## src/rtl/uart_pkg.sv

```systemverilog
// Shared UART types and helpers for the receiver and the future transmitter.
// The receiver's optional 2-of-3 majority sampling is enabled by UART_RX_MAJORITY_EN.
package uart_pkg;

    typedef enum logic [1:0] {
        PAR_NONE = 2'd0,
        PAR_ODD  = 2'd1,
        PAR_EVEN = 2'd2
    } parity_e;

    typedef enum logic [2:0] {
        IDLE,
        START,
        DATA,
        PARITY,
        STOP
    } rx_state_e;

    // Truncating divide; callers rely on the integer result as the bit period.
    function automatic int unsigned clks_per_bit(input int unsigned freq, input int unsigned baud);
        return freq / baud;
    endfunction

endpackage

```

## src/rtl/uart_rx_param_if.sv

```systemverilog
// Output-side handshake of the UART receiver: payload, flags and valid/ready.
// The receiver drives the master modport, the byte consumer uses slave.
interface uart_rx_param_if #(
    parameter int unsigned DATA_BITS = 8
) ();

    logic [DATA_BITS-1:0] data_out;
    logic                 data_valid;
    logic                 data_ready;
    logic                 parity_err;
    logic                 frame_err;
    logic                 overrun;

    modport master (
        output data_out,
        output data_valid,
        output parity_err,
        output frame_err,
        output overrun,
        input  data_ready
    );

    modport slave (
        input  data_out,
        input  data_valid,
        input  parity_err,
        input  frame_err,
        input  overrun,
        output data_ready
    );

endinterface

```

## src/rtl/uart_rx_sync.sv

```systemverilog
// Two-flop synchroniser for an asynchronous, idle-high line; resets to 1 so the
// line reads idle while the chain fills.
module uart_rx_sync (
    input  logic clk,
    input  logic nRst,
    input  logic d,
    output logic q
);

    logic [1:0] ff_q;

    always_ff @(posedge clk or negedge nRst) begin
        if (!nRst) begin
            ff_q <= 2'b11;
        end else begin
            ff_q <= {ff_q[0], d};
        end
    end

    assign q = ff_q[1];

endmodule

```

## src/rtl/uart_rx_param.sv

```systemverilog
// Parametrised UART receiver: mid-bit sampling, parity/frame flags, valid/ready output
// register with overrun pulse. Define UART_RX_MAJORITY_EN for 2-of-3 majority sampling.
module uart_rx_param
    import uart_pkg::*;
#(
    parameter int unsigned CLOCK_FREQ = 50_000_000,
    parameter int unsigned BAUD_RATE  = 9600,
    parameter int unsigned DATA_BITS  = 8,
    parameter parity_e     PARITY     = PAR_NONE,
    parameter int unsigned STOP_BITS  = 1
) (
    input  logic                   clk,
    input  logic                   nRst,
    input  logic                   enable,
    input  logic                   rx,
    uart_rx_param_if.master        out_if,
    output logic                   receiving,
    output logic [3:0]             bits_received
);

    localparam int unsigned CLKS  = clks_per_bit(CLOCK_FREQ, BAUD_RATE);
    localparam int unsigned CNT_W = $clog2(CLKS);
    localparam int unsigned HALF  = CLKS / 2;

`ifdef UART_RX_MAJORITY_EN
    // Decision sits one count after the nominal point so the third vote is available.
    localparam int unsigned START_PT = HALF;
`else
    localparam int unsigned START_PT = HALF - 1;
`endif

    localparam logic [CNT_W-1:0] START_CNT = CNT_W'(START_PT);
    localparam logic [CNT_W-1:0] BIT_CNT   = CNT_W'(CLKS - 1);
    localparam logic [3:0]       LAST_DATA = 4'(DATA_BITS - 1);
    localparam logic [1:0]       LAST_STOP = 2'(STOP_BITS - 1);

    rx_state_e            state_q, state_d;
    logic [CNT_W-1:0]     cnt_q, cnt_d;
    logic [DATA_BITS-1:0] shreg_q, shreg_d;
    logic [3:0]           bits_q, bits_d;
    logic [1:0]           stop_q, stop_d;
    logic                 perr_acc_q, perr_acc_d;
    logic                 ferr_acc_q, ferr_acc_d;

    logic [DATA_BITS-1:0] data_q, data_d;
    logic                 valid_q, valid_d;
    logic                 perr_q, perr_d;
    logic                 ferr_q, ferr_d;
    logic                 ovr_q, ovr_d;

    logic rx_s;
    logic sample;
    logic sample_pt;
    logic par_x;
    logic deliver;

    uart_rx_sync u_sync (
        .clk  (clk),
        .nRst (nRst),
        .d    (rx),
        .q    (rx_s)
    );

`ifdef UART_RX_MAJORITY_EN
    logic [1:0] maj_q;

    // Free-running history: at the decision count it holds the two preceding samples.
    always_ff @(posedge clk or negedge nRst) begin
        if (!nRst) begin
            maj_q <= 2'b11;
        end else begin
            maj_q <= {maj_q[0], rx_s};
        end
    end

    assign sample = (maj_q[0] & maj_q[1]) | (maj_q[0] & rx_s) | (maj_q[1] & rx_s);
`else
    assign sample = rx_s;
`endif

    assign sample_pt = (state_q == START) ? (cnt_q == START_CNT) : (cnt_q == BIT_CNT);
    assign par_x     = ^{shreg_q, sample};

    always_ff @(posedge clk or negedge nRst) begin
        if (!nRst) begin
            state_q    <= IDLE;
            cnt_q      <= '0;
            shreg_q    <= '0;
            bits_q     <= '0;
            stop_q     <= '0;
            perr_acc_q <= 1'b0;
            ferr_acc_q <= 1'b0;
            data_q     <= '0;
            valid_q    <= 1'b0;
            perr_q     <= 1'b0;
            ferr_q     <= 1'b0;
            ovr_q      <= 1'b0;
        end else begin
            state_q    <= state_d;
            cnt_q      <= cnt_d;
            shreg_q    <= shreg_d;
            bits_q     <= bits_d;
            stop_q     <= stop_d;
            perr_acc_q <= perr_acc_d;
            ferr_acc_q <= ferr_acc_d;
            data_q     <= data_d;
            valid_q    <= valid_d;
            perr_q     <= perr_d;
            ferr_q     <= ferr_d;
            ovr_q      <= ovr_d;
        end
    end

    always_comb begin
        state_d    = state_q;
        cnt_d      = cnt_q + 1'b1;
        shreg_d    = shreg_q;
        bits_d     = bits_q;
        stop_d     = stop_q;
        perr_acc_d = perr_acc_q;
        ferr_acc_d = ferr_acc_q;
        deliver    = 1'b0;

        unique case (state_q)
            IDLE: begin
                cnt_d = '0;
                if (enable && !rx_s) begin
                    state_d = START;
                end
            end
            START: begin
                if (sample_pt) begin
                    cnt_d      = '0;
                    perr_acc_d = 1'b0;
                    ferr_acc_d = 1'b0;
                    // A high start sample was a glitch: drop it silently.
                    state_d    = sample ? IDLE : DATA;
                end
            end
            DATA: begin
                if (sample_pt) begin
                    cnt_d   = '0;
                    shreg_d = {sample, shreg_q[DATA_BITS-1:1]};
                    bits_d  = bits_q + 4'd1;
                    stop_d  = '0;
                    if (bits_q == LAST_DATA) begin
                        state_d = (PARITY != PAR_NONE) ? uart_pkg::PARITY : STOP;
                    end
                end
            end
            uart_pkg::PARITY: begin
                if (sample_pt) begin
                    cnt_d      = '0;
                    perr_acc_d = (PARITY == PAR_ODD) ? ~par_x : par_x;
                    state_d    = STOP;
                end
            end
            STOP: begin
                if (sample_pt) begin
                    cnt_d      = '0;
                    ferr_acc_d = ferr_acc_q | ~sample;
                    stop_d     = stop_q + 2'd1;
                    if (stop_q == LAST_STOP) begin
                        deliver = 1'b1;
                        state_d = IDLE;
                    end
                end
            end
            default: begin
                state_d = IDLE;
            end
        endcase

        if (state_d == IDLE) begin
            bits_d = '0;
        end
    end

    always_comb begin
        data_d  = data_q;
        valid_d = valid_q;
        perr_d  = perr_q;
        ferr_d  = ferr_q;
        ovr_d   = 1'b0;

        if (deliver) begin
            if (!valid_q || out_if.data_ready) begin
                data_d  = shreg_q;
                perr_d  = perr_acc_q;
                ferr_d  = ferr_acc_d;
                valid_d = 1'b1;
            end else begin
                ovr_d = 1'b1;
            end
        end else if (valid_q && out_if.data_ready) begin
            valid_d = 1'b0;
        end
    end

    assign out_if.data_out   = data_q;
    assign out_if.data_valid = valid_q;
    assign out_if.parity_err = perr_q;
    assign out_if.frame_err  = ferr_q;
    assign out_if.overrun    = ovr_q;
    assign receiving         = (state_q != IDLE);
    assign bits_received     = bits_q;

endmodule

```

## src/flat_wrapper.sv

```systemverilog
// flat-port wrapper written by rule: the top's interface ports become plain ports
module uart_rx_param_flat import uart_pkg::*;
#(
    parameter int unsigned CLOCK_FREQ = 50_000_000,
    parameter int unsigned BAUD_RATE  = 9600,
    parameter int unsigned DATA_BITS  = 8,
    parameter parity_e     PARITY     = PAR_NONE,
    parameter int unsigned STOP_BITS  = 1
)
  (clk, nRst, enable, rx, receiving, bits_received, out_if_data_out, out_if_data_valid, out_if_parity_err, out_if_frame_err, out_if_overrun, out_if_data_ready);
  uart_rx_param_if #(.DATA_BITS(DATA_BITS)) out_if_i ();
  input  logic clk;
  input  logic nRst;
  input  logic enable;
  input  logic rx;
  output logic receiving;
  output logic [3:0] bits_received;
  output wire logic [$bits(out_if_i.data_out)-1:0] out_if_data_out;
  output wire logic [$bits(out_if_i.data_valid)-1:0] out_if_data_valid;
  output wire logic [$bits(out_if_i.parity_err)-1:0] out_if_parity_err;
  output wire logic [$bits(out_if_i.frame_err)-1:0] out_if_frame_err;
  output wire logic [$bits(out_if_i.overrun)-1:0] out_if_overrun;
  input wire logic [$bits(out_if_i.data_ready)-1:0] out_if_data_ready;
  assign out_if_data_out = out_if_i.data_out;
  assign out_if_data_valid = out_if_i.data_valid;
  assign out_if_parity_err = out_if_i.parity_err;
  assign out_if_frame_err = out_if_i.frame_err;
  assign out_if_overrun = out_if_i.overrun;
  assign out_if_i.data_ready = out_if_data_ready;
  uart_rx_param #(.CLOCK_FREQ(CLOCK_FREQ), .BAUD_RATE(BAUD_RATE), .DATA_BITS(DATA_BITS), .PARITY(PARITY), .STOP_BITS(STOP_BITS)) u_core (.clk(clk), .nRst(nRst), .enable(enable), .rx(rx), .out_if(out_if_i), .receiving(receiving), .bits_received(bits_received));
endmodule
```

## config.mk

```make
export PLATFORM = sky130hd
export DESIGN_NAME = uart_rx_param_flat
export DESIGN_NICKNAME = d
export VERILOG_FILES = /design/src/rtl/uart_pkg.sv /design/src/rtl/uart_rx_param_if.sv /design/src/rtl/uart_rx_sync.sv /design/src/rtl/uart_rx_param.sv /design/src/flat_wrapper.sv
export SDC_FILE = /design/constraint.sdc
export NUM_CORES = 1
export LEC_CHECK = 0
export ABC_AREA = 1
export CAP_MARGIN = 10
export CORE_UTILIZATION = 55
export DETAILED_ROUTE_END_ITERATION = 7
export PLACE_DENSITY = 0.8
export SETUP_SLACK_MARGIN = 0.1
export SYNTH_ARGS = -nofsm -noshare
export SYNTH_HDL_FRONTEND = slang
export SYNTH_SLANG_ARGS = --single-unit
```

## constraint.sdc

```tcl
create_clock -name clk -period 3.45 [get_ports clk]
set_clock_uncertainty 0.1 [all_clocks]
set_input_delay 0.345 -clock clk [delete_from_list [all_inputs] [get_ports clk]]
set_output_delay 0.345 -clock clk [all_outputs]
set_load 0.005 [all_outputs]
```

-- Word level (Yosys, flattened, before mapping)
Cells that the tools add are included.
Widths: inputs -> output; s select.
- flip-flop bits (word level): 46
- word-level logic and storage cells: 84
- bits of input ports: 5
- reduce and logical (&&, ||, !) cells: 22
- muxes and demuxes: 32
- bitwise operators: 2
- equality and inequality tests: 12
- add/sub/neg operators: 3
- operator list (cell ; count):
    $pmux 13 s2 ; 1
    $mux 3 ; 7
    $pmux 3 s5 ; 1
    $add 13x1->13 const B ; 1
    $eq 13x12->1 const B ; 1
    $eq 13x13->1 const B ; 1
    $mux 1 ; 13
    $mux 13 ; 1
    $mux 4 ; 3
    $reduce_bool 2->1 ; 5
    $reduce_xor 9->1 ; 1
    $ne 2x1->1 const B ; 4
    $reduce_and 2->1 ; 4
    $eq 3x2->1 const B ; 2
    $logic_not 3->1 ; 2
    $mux 2 ; 3
    $reduce_and 3->1 ; 2
    $add 4x1->4 const B ; 1
    $eq 4x3->1 const B ; 1
    $pmux 1 s2 ; 2
    $pmux 2 s2 ; 1
    $reduce_or 4->1 ; 1
    $eq 3x1->1 const B ; 1
    $eq 3x3->1 const B ; 1
    9 further kinds ; 11

-- Logic depth before layout (Yosys ltp)
- depth in word-level cells: 7
- mapped depth: 13
- gate-level depth less buffers: 13

-- Modules after synthesis
From an unflattened synthesis, not the netlist that was laid out.
- cells, all modules: 263
- area, all modules: 2274.7 sq um
- modules (own cells, without submodules) (module ; instances ; cells an instance ; sequential area each (sq um) ; area each (sq um)):
    uart_rx_param ; 1 ; 261 ; 1101.1 ; 2222.1
    uart_rx_sync ; 1 ; 2 ; 52.6 ; 52.6

-- Least setup slack after synthesis
No wires, ideal clock.
- path type: reg-to-reg
- start point: register u_core.cnt_q[0]
- end point: register u_core.data_q[0] (netlist: u_core.out_if.data_out[0])
- data arrival time: 1.559 ns
- library setup time: 0.117 ns
- stages on the path, launching flop included: 10
- data required time: 3.233 ns
- setup slack: 1.674 ns
- cells stage by stage: dfrtp_1 -> ha_1 -> nand3_1 -> nor2_2 -> nand3_4 -> nor3_4 -> nand3_4 -> buf_6 -> nand2_1 -> nand2_1
- cells in the longest elaborated chain, start to end: 5
- elaborated cells between the ends (all ways): 6
- classes of those cells: eq/ne (2); mux (3); reduce/logical (1)
- RTL lines (item ; RTL line ; source):
    start: declaration ; uart_rx_param.sv:38 ; logic [CNT_W-1:0] cnt_q, cnt_d;
    start signal: assignment ; uart_rx_param.sv:100 ; cnt_q <= cnt_d;
    $eq 13x13->1 or $eq 13x12->1 (tied branches) ; uart_rx_param.sv:81 ; assign sample_pt = (state_q == START) ? (cnt_q == START_CNT) : (cnt_q == BIT_CNT);
    $mux 1 * ; uart_rx_param.sv:81 ;
    $mux 1 * ; uart_rx_param.sv:159 ; if (sample_pt) begin
    $mux 1 * ; uart_rx_param.sv:124 ; unique case (state_q)
    $reduce_and 2->1 (no source line) * ; n/a ;
    end signal: assignment ; uart_rx_param.sv:106 ; data_q <= data_d;
    end: declaration ; uart_rx_param.sv:45 ; logic [DATA_BITS-1:0] data_q, data_d;
Every way passes the cells marked *; elsewhere a longest branch is shown, timed or not.
A chain may end at the register's enable or synchronous reset.

-- Worst setup path in the final report
- start point: register u_core.cnt_q[0]
- end point: register u_core.bits_q[1] (netlist: u_core.bits_received[1])
- cells in the longest elaborated chain, start to end: 7
- elaborated cells between the ends (all ways): 13
- classes of those cells: eq/ne (2); mux (7); reduce/logical (4)
- RTL lines (item ; RTL line ; source):
    $eq 13x13->1 or $eq 13x12->1 (tied branches) ; uart_rx_param.sv:81 ;
    $mux 1 * ; uart_rx_param.sv:81 ;
    $mux 3 (on tied branches) ; n/a ;
    $pmux 3 s5 ; uart_rx_param.sv:124 ;
    $logic_not 3->1 ; uart_rx_param.sv:174 ; if (state_d == IDLE) begin
    $reduce_bool 2->1 (no source line) ; n/a ;
    $reduce_and 2->1 (no source line) ; n/a ;
    end signal: assignment ; uart_rx_param.sv:102 ; bits_q <= bits_d;
    end: declaration ; uart_rx_param.sv:40 ; logic [3:0] bits_q, bits_d;
Marks and branches as above.

==> qor.txt <==
status -> complete, no violations
H-tree depth -> 2
area of the multi-input gates -> 931 µm²
first-pass GRT wire length -> 7.24 mm
die area -> 0.00437 mm²
Initial Utilization -> 59.5%
Syn Std Cell Area -> 0.00226 mm²
DR iter-0 viols -> 167
IO Count -> 22
share of cells above drive strength 1 -> 9.62%
Die X -> 66.1 µm
Sinks on Clock Net -> 46
Vias -> 1734
Setup violations, final -> 0
post-DP HPWL -> 2.92 mm
vias in the first global route -> 1652
startpoint class of the critical path -> flop
Yosys top cell area share -> 48.8%
Worst Setup SP -> u_core.cnt_q[0]
fin. max-slew vios -> 0
endpoint class of the critical path -> flop
Mapped Cells -> 266
HP Class -> in -> async
Net Count, Synth -> 274
Core Box Area -> 0.00380 mm²
Critical Path Fanout Max -> 21
Ant. Diodes -> 0
top_reg_cell synth -> dfrtp_1
CP required -> 3.52 ns
Synth area leaders -> dfrtp_1 (49%), nand2_1 (11%), inv_1 (6.3%)
setup ws final -> 1.21 ns
cts hold-fix bufs -> 0
Setup crit end -> u_core.bits_received[1]
reg2reg end -> u_core.bits_received[1]
pin count of the biggest net entering global routing -> 47
clk root buf -> clkbuf_8
post-synthesis average cell area -> 8.49 µm²
GR Overflow Total -> 0
Leak -> 1.25 nW
die height -> 66.1 µm
Max clock buf depth -> 2
register area -> 0.00115 mm²
FF-to-FF Start -> u_core.cnt_q[0]
post-cts sizing count -> 0
most frequent cell after synthesis -> nand2_1
synth warn -> 0
unrepaired setup endpoints after global routing -> no
vias per std cell -> 5.12
placement row count -> 22
Reg2Reg Setup Slack -> 1.21 ns
max-cap viol count -> 0
number of synthesized flops with an enable pin -> 0
worst slew pin tran -> 0.975 ns
Setup Fix Bufs, Post-CTS -> 0
Port Buffers -> 21
Worst IR Drop VDD -> 290 µV
Clk Latency, worst-skew pair -> 0.29 ns
Pre-Repair DR Iteration Count -> 5
area leader, netlist -> dfrtp_1
final non-filler cell total -> 339
initial antenna violation count -> 0
Placed Cells -> 331
Yosys cell types -> 30
# fillers -> 314
nets@finish -> 298
Total Wirelength -> 4.16 mm
DRC Markers -> 0
Final Hold Viols -> 0
routed len/inst -> 12.3 µm
GP Congestion -> 0.900
total power -> 0.000950 W
post-route minimum period -> 2.24 ns
kind of critical path -> reg -> reg
Critical Path AT -> 2.31 ns
TritonCTS Buffers -> 5
Place WS -> 1.22 ns
clk slew on worst S/H paths -> 0.08 ns
fraction of the yosys area taken by sequential cells -> 51.1%
post-route setup TNS -> 0 ns
Detail Route Antenna Nets -> 0
Tcrit/Tclk final -> 64.9%
ys async rst share -> 100%
Area Overhead vs Synth -> 15.4%
CTS tree -> built
Seq cells post-synth -> 46
worst hold slack -> 0.105 ns
PD cells -> 365 mW/mm²
Slew HR -> 35.0%
depth of the most critical reg-to-reg path -> 10
top cells by count, synth -> nand2_1 (69), dfrtp_1 (44), inv_1 (38)
Tot GR Track Use -> 22.2%
Fmax -> 0.446 GHz
how the worst min path moves through the flow:
stage | startpoint | end | cells past startpoint
finish | nRst | u_core.cnt_q[9] | 1
global route | nRst | u_core.out_if.data_valid | 1
CTS | nRst | u_core.ferr_acc_q | 1
detailed placement | u_core.u_sync.ff_q[0] | u_core.u_sync.ff_q[1] | 0
global placement | u_core.u_sync.ff_q[0] | u_core.u_sync.ff_q[1] | 0
floorplan | nRst | u_core.bits_received[0] | 0
layout by cell type, fill, tap and decap left out, types with 2 or more instances in the layout:
cell type        count
nand2_1             69
dfrtp_1             44
inv_1               38
nor2_1              30
clkdlybuf4s50_1     20
o21ai_0             14
nand3_1             11
xor2_1               8
a21oi_1              8
o21ai_2              7
xnor2_1              6
clkbuf_8             5
nand4_1              3
nor3_1               3
ha_1                 3
nand3b_1             2
nand2_2              2
nor2_2               2
nand3_4              2
dfstp_2              2
sequential cells by signal, indices dropped and copies added, names as in the netlist:
register                  cells
u_core.bits_received          4
u_core.state_q                3
u_core.out_if.data_valid      1
u_core.ferr_acc_q             1
u_core.out_if.data_out        8
u_core.u_sync.ff_q            2
u_core.out_if.overrun         1
u_core.out_if.frame_err       1
u_core.out_if.parity_err      1
u_core.stop_q                 2
u_core.shreg_q                8
u_core.cnt_q                 13
u_core.perr_acc_q             1
cell type report:
cell class	count	area share (%)
Timing Repair Buffer	21	7.87
Clock buffer	6	2.78
Multi-Input combinational cell	177	35.7
Tap cell	48	2.30
Clock inverter	2	1.44
Sequential cell	46	44.3
Inverter	39	5.62
cells by family (layout without fill, tap and decap cells):
group           count (synthesis)  after routing  synth area share, %
xor+xnor                       14             14                 5.43
buf+inv                        43             68                 7.70
flops                          46             46                 51.1
compound gates                 30             30                 7.92
simple gates                  130            130                 26.2
fa+ha+maj                       3              3                 1.66
report_power, final:
group / leakage [nW] / internal [W] / switching [W] / total, W
clock: 0.0514 / 0.000216 / 0.000177 / 0.000393
combinational: 0.601 / 0.00000444 / 0.0000112 / 0.0000157
sequential: 0.595 / 0.000541 / 0.000000833 / 0.000542
total: 1.25 / 0.000761 / 0.000189 / 0.000950
per-layer routing:
layer	routed length (µm)	global-route usage (%)
met5	0	0
met4	18	6.91
met3	216	5.34
met2	1870	34.6
met1	2060	30.5
critical path, stage by stage, from the launching register on:
cell and delay, ns:
dfrtp_1 0.40, ha_1 0.23, nand3_1 0.10, nor2_2 0.20
nand3_4 0.13, nor2_2 0.58, inv_1 0.16, nand2_1 0.09
nand2_1 0.05, inv_1 0.04, a21oi_1 0.03
through the flow:
stage	util, %	cell area, µm²
after CTS	68.6	2610
final	68.6	2610
after detailed placement	65.7	2500
after global routing	68.6	2610
after global placement	65.7	2500
after floorplan	-	2260
(Power assumes the default switching activity.)
